`config.mk`:
```
export PLATFORM = sky130hd
export DESIGN_NAME = avmm_page_arbiter_flat
export DESIGN_NICKNAME = d
export VERILOG_FILES = /design/src/rtl/avmm_page_arbiter_pkg.sv /design/src/rtl/avmm_page_arbiter_if.sv /design/src/rtl/avmm_page_arbiter_rr_pick.sv /design/src/rtl/avmm_page_arbiter.sv /design/src/flat_wrapper.sv
export SDC_FILE = /design/constraint.sdc
export NUM_CORES = 1
export LEC_CHECK = 0
export BUFFER_PORTS_ARGS = -buffer_cell sky130_fd_sc_hd__buf_2
export CAP_MARGIN = 20
export CORE_AREA = 5 5 162 164
export CTS_CLUSTER_DIAMETER = 50
export DETAILED_ROUTE_END_ITERATION = 8
export DIE_AREA = 0 0 167 169
export SYNTH_ARGS = -nofsm -noshare
export SYNTH_HDL_FRONTEND = slang
export SYNTH_SLANG_ARGS = --single-unit
```
`constraint.sdc`:
```
create_clock -name clock -period 2.65 [get_ports clock]
set_input_delay 0.265 -clock clock [delete_from_list [all_inputs] [get_ports clock]]
set_output_delay 0.265 -clock clock [all_outputs]
set_load 0.1 [all_outputs]
```
`src/rtl/avmm_page_arbiter_pkg.sv`:
```
// Shared types and width helpers for the paged Avalon-MM arbiter.
package avmm_arb_pkg;

    typedef enum logic {
        IDLE = 1'b0,
        BUSY = 1'b1
    } state_t;

    typedef enum logic {
        K_READ  = 1'b0,
        K_WRITE = 1'b1
    } kind_t;

    // Burst counter width: must hold MAX_BURST itself without wrapping.
    function automatic int bcw_f(input int max_burst);
        return $clog2(max_burst) + 1;
    endfunction

    // Page select width, never narrower than one bit.
    function automatic int pcw_f(input int page_count);
        return (page_count > 1) ? $clog2(page_count) : 1;
    endfunction

    // Master index width, never narrower than one bit.
    function automatic int idxw_f(input int n);
        return (n > 1) ? $clog2(n) : 1;
    endfunction

endpackage

```
`src/rtl/avmm_page_arbiter_if.sv`:
```
// Bundle of the NM master-side ports and the single page-memory slave port.
// 'slave' is the arbiter's view (it is the slave of the masters and drives
// the page memory); 'master' is the environment's view of the same wires.
interface avmm_page_arbiter_if
    import avmm_arb_pkg::*;
#(
    parameter int NM         = 2,
    parameter int AW         = 16,
    parameter int DW         = 64,
    parameter int MAX_BURST  = 8,
    parameter int PAGE_COUNT = 4
);
    localparam int BCW = bcw_f(MAX_BURST);
    localparam int PCW = pcw_f(PAGE_COUNT);

    // master side
    logic [NM-1:0][AW-1:0]   m_address;
    logic [NM-1:0]           m_read;
    logic [NM-1:0]           m_write;
    logic [NM-1:0][BCW-1:0]  m_burstcount;
    logic [NM-1:0][DW/8-1:0] m_byteenable;
    logic [NM-1:0][DW-1:0]   m_writedata;
    logic [NM-1:0][PCW-1:0]  m_page;
    logic [NM-1:0]           m_waitrequest;
    logic [DW-1:0]           m_readdata;
    logic [NM-1:0]           m_readdatavalid;

    // page memory side
    logic [AW-1:0]           s_address;
    logic                    s_read;
    logic                    s_write;
    logic [BCW-1:0]          s_burstcount;
    logic [DW/8-1:0]         s_byteenable;
    logic [DW-1:0]           s_writedata;
    logic                    s_waitrequest;
    logic [DW-1:0]           s_readdata;
    logic                    s_readdatavalid;
    logic [PCW-1:0]          page_number;

    modport slave (
        input  m_address, m_read, m_write, m_burstcount, m_byteenable, m_writedata, m_page,
        output m_waitrequest, m_readdata, m_readdatavalid,
        output s_address, s_read, s_write, s_burstcount, s_byteenable, s_writedata, page_number,
        input  s_waitrequest, s_readdata, s_readdatavalid
    );

    modport master (
        output m_address, m_read, m_write, m_burstcount, m_byteenable, m_writedata, m_page,
        input  m_waitrequest, m_readdata, m_readdatavalid,
        input  s_address, s_read, s_write, s_burstcount, s_byteenable, s_writedata, page_number,
        output s_waitrequest, s_readdata, s_readdatavalid
    );

endinterface

```
`src/rtl/avmm_page_arbiter_rr_pick.sv`:
```
// Combinational round-robin picker: the first requester at or after ptr
// (wrapping modulo NM) wins. Output is both one-hot and encoded.
module rr_pick
    import avmm_arb_pkg::*;
#(
    parameter int NM = 2,
    parameter int IW = idxw_f(NM)
) (
    input  logic [NM-1:0] req,
    input  logic [IW-1:0] ptr,
    output logic [NM-1:0] gnt,
    output logic [IW-1:0] idx
);

    int          jj;
    logic [IW-1:0] j_idx;

    // Walk offsets from the far end back to zero so the closest requester to ptr is written last.
    always_comb begin
        gnt   = '0;
        idx   = '0;
        jj    = 0;
        j_idx = '0;
        for (int k = NM - 1; k >= 0; k--) begin
            jj = int'(ptr) + k;
            if (jj >= NM) jj = jj - NM;
            j_idx = IW'(jj);
            if (req[j_idx]) begin
                gnt        = '0;
                gnt[j_idx] = 1'b1;
                idx        = j_idx;
            end
        end
    end

endmodule

```
`src/rtl/avmm_page_arbiter.sv`:
```
// Shares one paged Avalon-MM slave between NM burst masters. Grant is
// registered (one IDLE cycle of arbitration) and held for a whole burst;
// the granted master's page select is captured at grant time.
module avmm_page_arbiter
    import avmm_arb_pkg::*;
#(
    parameter int NM         = 2,
    parameter int AW         = 16,
    parameter int DW         = 64,
    parameter int MAX_BURST  = 8,
    parameter int PAGE_COUNT = 4
) (
    input  logic                clock,
    input  logic                reset_n,
    avmm_page_arbiter_if.slave  bus
);

    localparam int BCW = bcw_f(MAX_BURST);
    localparam int PCW = pcw_f(PAGE_COUNT);
    localparam int IW  = idxw_f(NM);

    state_t         state_q, state_d;
    kind_t          kind_q, kind_d;
    logic [IW-1:0]  grant_q, grant_d;
    logic [IW-1:0]  ptr_q, ptr_d;
    logic [PCW-1:0] page_q, page_d;
    logic [BCW-1:0] len_q, len_d;
    logic [BCW-1:0] cnt_q, cnt_d;
    logic           started_q, started_d;

    logic [NM-1:0]  req;
    logic [NM-1:0]  pick_gnt;
    logic [IW-1:0]  pick_idx;
    logic [BCW-1:0] g_bc;
    logic [BCW-1:0] first_len;
    logic [BCW-1:0] cnt_inc;
    logic [IW-1:0]  next_ptr;
    logic           g_rd, g_wr;

    assign req = bus.m_read | bus.m_write;

    rr_pick #(.NM(NM), .IW(IW)) u_pick (
        .req (req),
        .ptr (ptr_q),
        .gnt (pick_gnt),
        .idx (pick_idx)
    );

    assign g_rd      = bus.m_read[grant_q];
    assign g_wr      = bus.m_write[grant_q];
    assign g_bc      = bus.m_burstcount[grant_q];
    assign first_len = (g_bc == '0) ? BCW'(1) : g_bc;
    assign cnt_inc   = cnt_q + BCW'(1);
    assign next_ptr  = (grant_q == IW'(NM - 1)) ? '0 : grant_q + IW'(1);

    assign bus.m_readdata  = bus.s_readdata;
    assign bus.page_number = page_q;

    // FSM state, grant, page and beat counters.
    always_ff @(posedge clock or negedge reset_n) begin
        if (!reset_n) begin
            state_q   <= IDLE;
            kind_q    <= K_READ;
            grant_q   <= '0;
            ptr_q     <= '0;
            page_q    <= '0;
            len_q     <= '0;
            cnt_q     <= '0;
            started_q <= 1'b0;
        end else begin
            state_q   <= state_d;
            kind_q    <= kind_d;
            grant_q   <= grant_d;
            ptr_q     <= ptr_d;
            page_q    <= page_d;
            len_q     <= len_d;
            cnt_q     <= cnt_d;
            started_q <= started_d;
        end
    end

    // Next-state, command mux and per-master handshake.
    always_comb begin
        state_d   = state_q;
        kind_d    = kind_q;
        grant_d   = grant_q;
        ptr_d     = ptr_q;
        page_d    = page_q;
        len_d     = len_q;
        cnt_d     = cnt_q;
        started_d = started_q;

        bus.s_address       = '0;
        bus.s_read          = 1'b0;
        bus.s_write         = 1'b0;
        bus.s_burstcount    = '0;
        bus.s_byteenable    = '0;
        bus.s_writedata     = '0;
        bus.m_waitrequest   = '1;
        bus.m_readdatavalid = '0;

        case (state_q)
            IDLE: begin
                if (|pick_gnt) begin
                    grant_d   = pick_idx;
                    page_d    = bus.m_page[pick_idx];
                    started_d = 1'b0;
                    cnt_d     = '0;
                    state_d   = BUSY;
                end
            end
            BUSY: begin
                bus.s_address              = bus.m_address[grant_q];
                bus.s_burstcount           = g_bc;
                bus.s_byteenable           = bus.m_byteenable[grant_q];
                bus.s_writedata            = bus.m_writedata[grant_q];
                bus.m_waitrequest[grant_q] = bus.s_waitrequest;

                if (!started_q) begin
                    // Write wins when a master raises both strobes.
                    bus.s_write = g_wr;
                    bus.s_read  = g_rd & ~g_wr;
                    if (!(g_rd | g_wr)) begin
                        state_d = IDLE;
                    end else if (!bus.s_waitrequest) begin
                        started_d = 1'b1;
                        len_d     = first_len;
                        kind_d    = g_wr ? K_WRITE : K_READ;
                        cnt_d     = g_wr ? BCW'(1) : '0;
                        if (g_wr && first_len == BCW'(1)) begin
                            state_d = IDLE;
                            ptr_d   = next_ptr;
                        end
                    end
                end else if (kind_q == K_WRITE) begin
                    bus.s_write = g_wr;
                    if (g_wr && !bus.s_waitrequest) begin
                        cnt_d = cnt_inc;
                        if (cnt_inc == len_q) begin
                            state_d = IDLE;
                            ptr_d   = next_ptr;
                        end
                    end
                end else begin
                    // Read command already issued; only count returning beats.
                    bus.m_readdatavalid[grant_q] = bus.s_readdatavalid;
                    if (bus.s_readdatavalid) begin
                        cnt_d = cnt_inc;
                        if (cnt_inc == len_q) begin
                            state_d = IDLE;
                            ptr_d   = next_ptr;
                        end
                    end
                end
            end
            default: state_d = IDLE;
        endcase
    end

endmodule

```
`src/flat_wrapper.sv`:
```
// flat-port wrapper written by rule: the top's interface ports become plain ports
module avmm_page_arbiter_flat import avmm_arb_pkg::*;
#(
    parameter int NM         = 2,
    parameter int AW         = 16,
    parameter int DW         = 64,
    parameter int MAX_BURST  = 8,
    parameter int PAGE_COUNT = 4
)
  (clock, reset_n, bus_m_address, bus_m_read, bus_m_write, bus_m_burstcount, bus_m_byteenable, bus_m_writedata, bus_m_page, bus_m_waitrequest, bus_m_readdata, bus_m_readdatavalid, bus_s_address, bus_s_read, bus_s_write, bus_s_burstcount, bus_s_byteenable, bus_s_writedata, bus_page_number, bus_s_waitrequest, bus_s_readdata, bus_s_readdatavalid);
  avmm_page_arbiter_if #(.NM(NM), .AW(AW), .DW(DW), .MAX_BURST(MAX_BURST), .PAGE_COUNT(PAGE_COUNT)) bus_i ();
  input  logic clock;
  input  logic reset_n;
  input wire logic [$bits(bus_i.m_address)-1:0] bus_m_address;
  input wire logic [$bits(bus_i.m_read)-1:0] bus_m_read;
  input wire logic [$bits(bus_i.m_write)-1:0] bus_m_write;
  input wire logic [$bits(bus_i.m_burstcount)-1:0] bus_m_burstcount;
  input wire logic [$bits(bus_i.m_byteenable)-1:0] bus_m_byteenable;
  input wire logic [$bits(bus_i.m_writedata)-1:0] bus_m_writedata;
  input wire logic [$bits(bus_i.m_page)-1:0] bus_m_page;
  output wire logic [$bits(bus_i.m_waitrequest)-1:0] bus_m_waitrequest;
  output wire logic [$bits(bus_i.m_readdata)-1:0] bus_m_readdata;
  output wire logic [$bits(bus_i.m_readdatavalid)-1:0] bus_m_readdatavalid;
  output wire logic [$bits(bus_i.s_address)-1:0] bus_s_address;
  output wire logic [$bits(bus_i.s_read)-1:0] bus_s_read;
  output wire logic [$bits(bus_i.s_write)-1:0] bus_s_write;
  output wire logic [$bits(bus_i.s_burstcount)-1:0] bus_s_burstcount;
  output wire logic [$bits(bus_i.s_byteenable)-1:0] bus_s_byteenable;
  output wire logic [$bits(bus_i.s_writedata)-1:0] bus_s_writedata;
  output wire logic [$bits(bus_i.page_number)-1:0] bus_page_number;
  input wire logic [$bits(bus_i.s_waitrequest)-1:0] bus_s_waitrequest;
  input wire logic [$bits(bus_i.s_readdata)-1:0] bus_s_readdata;
  input wire logic [$bits(bus_i.s_readdatavalid)-1:0] bus_s_readdatavalid;
  assign bus_i.m_address = bus_m_address;
  assign bus_i.m_read = bus_m_read;
  assign bus_i.m_write = bus_m_write;
  assign bus_i.m_burstcount = bus_m_burstcount;
  assign bus_i.m_byteenable = bus_m_byteenable;
  assign bus_i.m_writedata = bus_m_writedata;
  assign bus_i.m_page = bus_m_page;
  assign bus_m_waitrequest = bus_i.m_waitrequest;
  assign bus_m_readdata = bus_i.m_readdata;
  assign bus_m_readdatavalid = bus_i.m_readdatavalid;
  assign bus_s_address = bus_i.s_address;
  assign bus_s_read = bus_i.s_read;
  assign bus_s_write = bus_i.s_write;
  assign bus_s_burstcount = bus_i.s_burstcount;
  assign bus_s_byteenable = bus_i.s_byteenable;
  assign bus_s_writedata = bus_i.s_writedata;
  assign bus_page_number = bus_i.page_number;
  assign bus_i.s_waitrequest = bus_s_waitrequest;
  assign bus_i.s_readdata = bus_s_readdata;
  assign bus_i.s_readdatavalid = bus_s_readdatavalid;
  avmm_page_arbiter #(.NM(NM), .AW(AW), .DW(DW), .MAX_BURST(MAX_BURST), .PAGE_COUNT(PAGE_COUNT)) u_core (.clock(clock), .reset_n(reset_n), .bus(bus_i));
endmodule
```
==> metrics.sh, run 1 <==
DETAIL-ROUTE-ANTENNA-NETS=0
WORST_CLOCK_SKEW_NS=0.00211
LEADING_CELL_TYPE_IN_THE_LAYOUT_FILL_AND_TAPS_EXCLUDED='sky130_fd_sc_hd__buf_2'
CP_MAX_FO=53
CLOCK-ROOT-BUFFER='sky130_fd_sc_hd__clkbuf_16'
GRT_SETUP_UNREPAIRED='false'
DRT-WIRELENGTH-PER-CELL_UM=15.9
SYNTHFLOPTYPE='sky130_fd_sc_hd__dfrtp_1'
YOSYSTOPAREACELLSHARE_PCT=31.5
STATUS='completed'
GPL.FINAL_WEIGHTED_CONGESTION=0.886
CLOCK_INSERTION_DELAY_WORST_SKEW_NS=0.25
DPL-INSTANCE-AREA_SQ_UM=5000
POWER.LEAKAGE_nW=2.44
TRITONCTS='built'
TIMING.MAX_CAP.VIOLATIONS=0
YOSYS_REGISTER_BITS=15
TYPE_OF_THE_WORST_MIN_DELAY_PATH='in -> reg'
DRCVIOLATIONCOUNT=0
LAYOUTNONFILLERINSTCOUNT=916
CRITICAL_PATH.STARTPOINT_TYPE='flop'
SEQ_AREA_FRAC_SYNTH_PCT=12.4
ROUTE.DETAILED.VIAS_PER_INST=3.67
CLOCK_GROUP_SHARE_OF_TOTAL_POWER_PCT=3.5
LARGEST_NET_DEGREE_AT_THE_START_OF_GLOBAL_ROUTING=62
CLKSINKCOUNT=15
DESIGN.CORE.AREA_SQ_UM=24700
DR.FIRST_ITER.DRC_COUNT=52
REGTOREGSETUPSLACK_NS=0.39
WORSTPATHARRIVAL_NS=2.00
LAYOUT_COMMON_CELLS='sky130_fd_sc_hd__buf_2, sky130_fd_sc_hd__mux2i_1, sky130_fd_sc_hd__nor2b_1, sky130_fd_sc_hd__nor2b_2, sky130_fd_sc_hd__buf_12'
FLOORPLAN.INITIALDENSITY_PCT=12.2
TIGHTESTPINTRANSITION_NS=0.567
POWER_SWITCHING_mW=6.05
ENDPOINT_KIND='primary output'
FINAL_CORE_UTIL_PCT=20.6
TOTAL_GRT_OVERFLOW=0
WHS_ENDPOINT='u_core.bus.page_number[1]$_DFFE_PN0P_'
CRITICAL_PATH.REG2REG.STARTPOINT='u_core.grant_q$_DFFE_PN0P_'
SYNTH.DISTINCT_CELLS=36
GLOBALROUTETOTALUTIL_PCT=9.70
TIMING.FINAL.CRIT_SHARE_PCT=85.5
ANTENNA_FOUND_INITIAL=1
CELLPOWERDENSITY_nW_PER_UM2=1700
POWER.SHARE.SWITCHING_PCT=69.8
MAX-CLOCK-PATH-BUFFERS=2
VIAS=3362
NUM_ANTENNA_CELLS=0
SYNTH.NET_COUNT=629
FINALINSTANCEAREA_SQ_UM=5090
WORST_PATH_REQUIRED_NS=2.38
SLEW_HEADROOM_PCT=62.2
SYNTH_LARGEST_AREA_CELL='sky130_fd_sc_hd__mux2i_1'
P_INT_mW=2.62
POSTLAYOUTSETUPSLACKWORST_NS=0.384
VDD_IR_DROP_MAX_mV=0.769
SETUP_TOTAL_NEGATIVE_SLACK_NS=0
POST_CTS_BUFFERS=0
FMAX_MHz=441
SYNTHCELLS=368
DRT-PASS1-ITER-COUNT=4
PIN_COUNT=424
YOSYSWARNINGCOUNT=0
DESIGN.DIE.AREA_SQ_UM=28200
PLACEMENT_ROWS=58
FINAL-HOLD-VIOLATION-COUNT=0
SYNTH_EDF_COUNT=0
WORSTHOLDPATHCELLS=3
NETS=848
GRT_PASS1_VIAS=3589
YOSYS-TOP-CELLS-AREA='sky130_fd_sc_hd__mux2i_1, sky130_fd_sc_hd__nor2b_1, sky130_fd_sc_hd__buf_4, sky130_fd_sc_hd__dfrtp_1, sky130_fd_sc_hd__mux2_2'
PATH_CLASS='reg -> out'
DP_HPWL_UM=13000
PRECTSSETUPSLACK_NS=0.434
CTS-HTREE-LEVELS=1
SLEW_VIOLATIONS=0
FP.DIEW_UM=167
SYN2LAYOUT_AREA_GROWTH_PCT=68.5
PWR-SHARE-SEQ_PCT=6.4
TRITONCTS.NUM_BUFFERS=3
TIMING.HOLD.WORST.START='bus_m_page[3]'
MIN_PERIOD_NS=2.27
FINALSETUPVIOLCOUNT=0
TIMING.REG2REG.WORST_PATH_DEPTH=5
REGTOREGENDPOINT='u_core.cnt_q[0]$_DFFE_PN0P_'
FP.DIEH_UM=169
HOLD_WS_NS=0.353
GRT_PASS1_WL_UM=21300
CLKTRANSATPATHREGS_NS=0.05
DRT-TOTAL-WL_UM=14600
SYNTH_AREA_PER_CELL_SQ_UM=8.20
DP.CELLS=911
OVERALL_POWER_AFTER_LAYOUT_mW=8.67
PORTBUFFERS=295
FINAL_LAYOUT_SIZE_SUFFIX_GT1_SHARE_PCT=61.9
NETLIST_AREA_SQ_UM=3020
SYNTH-ASYNC-RESET-RATIO_PCT=100
SHARE_COMB_OF_TOTAL_POWER_PCT=90.2
## synth_stat cells (all sizes together) (2+ instances only)
library cell,count
nor2b,94
dfrtp,15
a21boi,2
xnor2,3
nor2,11
nand2b,4
a21oi,8
o21ai,5
a32o,2
o22ai,2
mux2,7
nand2,6
clkbuf,13
mux2i,95
buf,74
nor3,7
nand3,2
nor3b,2
and3,2
## metal layers
layer  GRT usage [%]  vias up  wire, um
met2            17.7      225      7210
met4            2.92        2       356
met3            2.64       43      1410
met5               0        -         7
met1            11.1     1473      5570
li1                -     1619         -
## sequential cells by signal (all words and copies together), names as in the netlist
register and flops:
u_core.len_q 4, u_core.started_q 1, u_core.grant_q 1, u_core.bus.page_number 2, u_core.state_q 1, u_core.cnt_q 4
u_core.kind_q 1, u_core.ptr_q 1
## worst max-delay path by stage
stage	from	to	slack, ns
6_report	u_core.grant_q$_DFFE_PN0P_	bus_s_address[14]	0.38
5_1_grt	u_core.grant_q$_DFFE_PN0P_	bus_s_address[14]	0.27
4_1_cts	u_core.grant_q$_DFFE_PN0P_	bus_s_address[14]	0.37
3_5_place_dp	u_core.grant_q$_DFFE_PN0P_	u_core.cnt_q[0]$_DFFE_PN0P_	0.43
3_3_place_gp	u_core.grant_q$_DFFE_PN0P_	u_core.cnt_q[0]$_DFFE_PN0P_	0.49
2_1_floorplan	u_core.state_q$_DFF_PN0_	bus_s_address[0]	0.14
## power by group through the flow
stage                     Combinational (mW)  Clock, mW  Sequential (mW)
final                                   7.82      0.299            0.550
after global routing                    8.12      0.315            0.580
after CTS                               7.90      0.306            0.555
after detailed placement                7.89          0            0.558
after global placement                  7.85          0            0.548
after floorplan                         6.51          0            0.518
## worst max-delay path, cell delays in order (launching register included)
cell and delay [ns]:
sky130_fd_sc_hd__dfrtp_4 0.58, sky130_fd_sc_hd__buf_12 0.34, sky130_fd_sc_hd__mux2i_1 0.19, sky130_fd_sc_hd__nor2b_1 0.12
sky130_fd_sc_hd__buf_2 0.43
## final cells by class
| cell class | count | area [sq um] |
|---|---|---|
| inverters | 1 | 3.75 |
| clock inverters | 1 | 5.00 |
| clock buffers | 3 | 75.1 |
| multi-input cells | 265 | 2180 |
| fillers | 2747 | 19700 |
| well taps | 330 | 413 |
| repair buffers | 301 | 2030 |
| flip-flops and latches | 15 | 380 |
## repair_timing
action | CTS | global route
hold buffers | 1 | 0
resized for setup | 0 | 0
hold endpoints to repair | 15 | 0
## logic make-up (layout without fill, tap and decap cells)
logic type | Yosys count | count (layout) | share of synthesized area, %
xor gates and xnor gates | 5 | 5 | 1.95
and+or+nand+nor | 130 | 130 | 25.6
AOI/OAI and AO/OA | 27 | 27 | 6.05
adders and majority gates | 1 | 1 | 0.415
muxes | 102 | 102 | 34.1
buffers and inverters | 88 | 306 | 19.4
DFF | 15 | 15 | 12.4
(Power assumes the default switching activity.)
==> run 2: changes to the inputs <==
CORE_AREA = 5 5 164 166   (was 5 5 162 164)
DIE_AREA = 0 0 169 171   (was 0 0 167 169)
clock period = 1.8 ns   (was 2.65 ns; I/O delays follow)
==> run 2 against run 1 <==
Net effect:
- setup slack worse by 0.53 ns
- clock skew is 0.0014 ns higher
- the flow now finishes with violations (negative setup slack)
- largest power group unchanged
- total power is 100% higher
- first-iteration DRC count is 62% higher
- critical endpoint is now bus_s_byteenable[2]
- via count is 7.2% higher
- hold slack worse by 0.11 ns
- final area is 48% higher
- sequential share of layout area is 2.4 points lower
- sequential cell count stayed put
- clock power is 53% higher
==> metrics.sh, run 2 (synthesis results as in run 1) <==
STATUS='finished with violations'
VIOLATIONS='negative setup slack'
WORSTPATHARRIVAL_NS=1.77
SLEW_VIOLATIONS=0
POWER.LEAKAGE_nW=3.53
DP_HPWL_UM=11600
DPL-INSTANCE-AREA_SQ_UM=6750
MAX-CLOCK-PATH-BUFFERS=2
SETUP_TOTAL_NEGATIVE_SLACK_NS=-7.68
DETAIL-ROUTE-ANTENNA-NETS=0
VDD_IR_DROP_MAX_mV=1.25
GRT_PASS1_VIAS=3906
LAYOUT_COMMON_CELLS='sky130_fd_sc_hd__buf_2, sky130_fd_sc_hd__buf_12, sky130_fd_sc_hd__nor2b_4'
PORTBUFFERS=295
POSTLAYOUTSETUPSLACKWORST_NS=-0.151
FMAX_MHz=513
DRT-PASS1-ITER-COUNT=4
HOLD_WS_NS=0.247
WORST_PATH_REQUIRED_NS=1.62
FP.DIEW_UM=169
FINAL_LAYOUT_SIZE_SUFFIX_GT1_SHARE_PCT=84.8
CELLPOWERDENSITY_nW_PER_UM2=2330
DRCVIOLATIONCOUNT=0
CRITICAL_PATH.STARTPOINT_TYPE='flop'
FINAL-HOLD-VIOLATION-COUNT=0
FINAL_CORE_UTIL_PCT=29.6
CRITICAL_PATH.REG2REG.STARTPOINT='u_core.grant_q$_DFFE_PN0P_'
TIMING.HOLD.WORST.START='bus_m_page[3]'
DESIGN.CORE.AREA_SQ_UM=25500
GLOBALROUTETOTALUTIL_PCT=9.29
WORST_SETUP_PATH_STARTPOINT='u_core.grant_q$_DFFE_PN0P_'
TRITONCTS.NUM_BUFFERS=3
GPL.FINAL_WEIGHTED_CONGESTION=0.819
CTS-HTREE-LEVELS=1
TYPE_OF_THE_WORST_MIN_DELAY_PATH='in -> reg'
TIGHTESTPINTRANSITION_NS=0.487
TRITONCTS='built'
TOTAL_GRT_OVERFLOW=0
PRECTSSETUPSLACK_NS=-0.0310
CLOCK_INSERTION_DELAY_WORST_SKEW_NS=0.25
DRT-TOTAL-WL_UM=14700
PIN_COUNT=424
GRT_PASS1_WL_UM=21600
CLKTRANSATPATHREGS_NS=0.05
SYN2LAYOUT_AREA_GROWTH_PCT=150
DESIGN.DIE.AREA_SQ_UM=28900
LEADING_CELL_TYPE_IN_THE_LAYOUT_FILL_AND_TAPS_EXCLUDED='sky130_fd_sc_hd__buf_2'
PLACEMENT_ROWS=59
ROUTE.DETAILED.VIAS_PER_INST=3.71
CP_MAX_FO=11
NUM_ANTENNA_CELLS=0
DRT-WIRELENGTH-PER-CELL_UM=15.1
VIAS=3604
CLKSINKCOUNT=15
DR.FIRST_ITER.DRC_COUNT=84
SLEW_HEADROOM_PCT=67.7
PATH_CLASS='reg -> out'
CLOCK-ROOT-BUFFER='sky130_fd_sc_hd__clkbuf_16'
NETS=899
LARGEST_NET_DEGREE_AT_THE_START_OF_GLOBAL_ROUTING=51
FINALSETUPVIOLCOUNT=93
TIMING.FINAL.CRIT_SHARE_PCT=108
ENDPOINT_KIND='primary output'
FLOORPLAN.INITIALDENSITY_PCT=11.8
ANTENNA_FOUND_INITIAL=1
FINALINSTANCEAREA_SQ_UM=7530
WORST_CLOCK_SKEW_NS=0.00354
GRT_SETUP_UNREPAIRED='true'
FP.DIEH_UM=171
TIMING.MAX_CAP.VIOLATIONS=0
MIN_PERIOD_NS=1.95
REGTOREGSETUPSLACK_NS=-0.13
==> run 2: changes by cell type in the layout (fill, tap and decap cells not counted), moves of 15 or more <==
| cell | change |
|---|---|
| sky130_fd_sc_hd__buf_12 | +69 |
| sky130_fd_sc_hd__buf_2 | -66 |
| sky130_fd_sc_hd__nor2b_4 | +60 |
| sky130_fd_sc_hd__mux2i_1 | -59 |
| sky130_fd_sc_hd__mux2i_2 | +53 |
| sky130_fd_sc_hd__nor2b_1 | -46 |
| sky130_fd_sc_hd__buf_4 | +27 |
| sky130_fd_sc_hd__buf_6 | +15 |
==> run 2: layout make-up <==
class	instances	area (sq um)
Fill cell	2599	17900
Timing Repair Buffer	352	3610
Multi-Input combinational cell	265	3040
Tap cell	335	419
Sequential cell	15	383
Clock buffer	4	78.8
Inverter	1	6.26
==> run 2: worst max-delay path: stages, from the launching register on <==
cell                      delay, ns
sky130_fd_sc_hd__dfrtp_4       0.49
sky130_fd_sc_hd__buf_12        0.16
sky130_fd_sc_hd__buf_16        0.16
sky130_fd_sc_hd__buf_16        0.16
sky130_fd_sc_hd__mux2i_2       0.16
sky130_fd_sc_hd__nor2b_4       0.16
sky130_fd_sc_hd__buf_12        0.19
==> run 2: final timing paths <==
path | depth (start not counted) | to
worst max-delay path | 6 | bus_s_byteenable[2]
worst min-delay path | 3 | u_core.bus.page_number[1]$_DFFE_PN0P_
worst max register to register | 8 | u_core.cnt_q[0]$_DFFE_PN0P_
worst min register to register | 2 | u_core.bus.page_number[0]$_DFFE_PN0P_
max in group asynchronous | 2 | u_core.grant_q$_DFFE_PN0P_
min in group asynchronous | 2 | u_core.started_q$_DFFE_PN0P_
==> run 2: metrics by stage <==
step                instances  power [mW]
finish                    972        17.5
global route              972        18.1
detailed placement        952        15.9
floorplan                 368        11.2
CTS                       968        17.3
global placement          952        15.8
==> run 2: layer usage <==
metal | up-vias | part of all wire (%) | GRT usage, % | wire, um
li1 | 1729 | - | - | -
met1 | 1692 | 38 | 10.7 | 5550
met2 | 156 | 53 | 17.3 | 7820
met3 | 25 | 7.3 | 2.15 | 1070
met4 | 2 | 1.7 | 2.28 | 255
met5 | - | 0.14 | 0 | 20
==> run 2: what timing repair did <==
item                                    in CTS  in global routing
pin swaps                                    9                  4
setup buffers                               10                  3
gates resized for setup                     93                 30
hold buffers                                 1                  0
cloned                                       2                  2
endpoints found under the setup margin      94                108
endpoints found under the hold margin       15                  0
==> run 2: power breakdown <==
| part | switching (mW) | internal [mW] |
|---|---|---|
| sequential | 0.201 | 0.505 |
| combinational | 9.67 | 6.69 |
| clock | 0.155 | 0.301 |
| total | 10.0 | 7.49 |
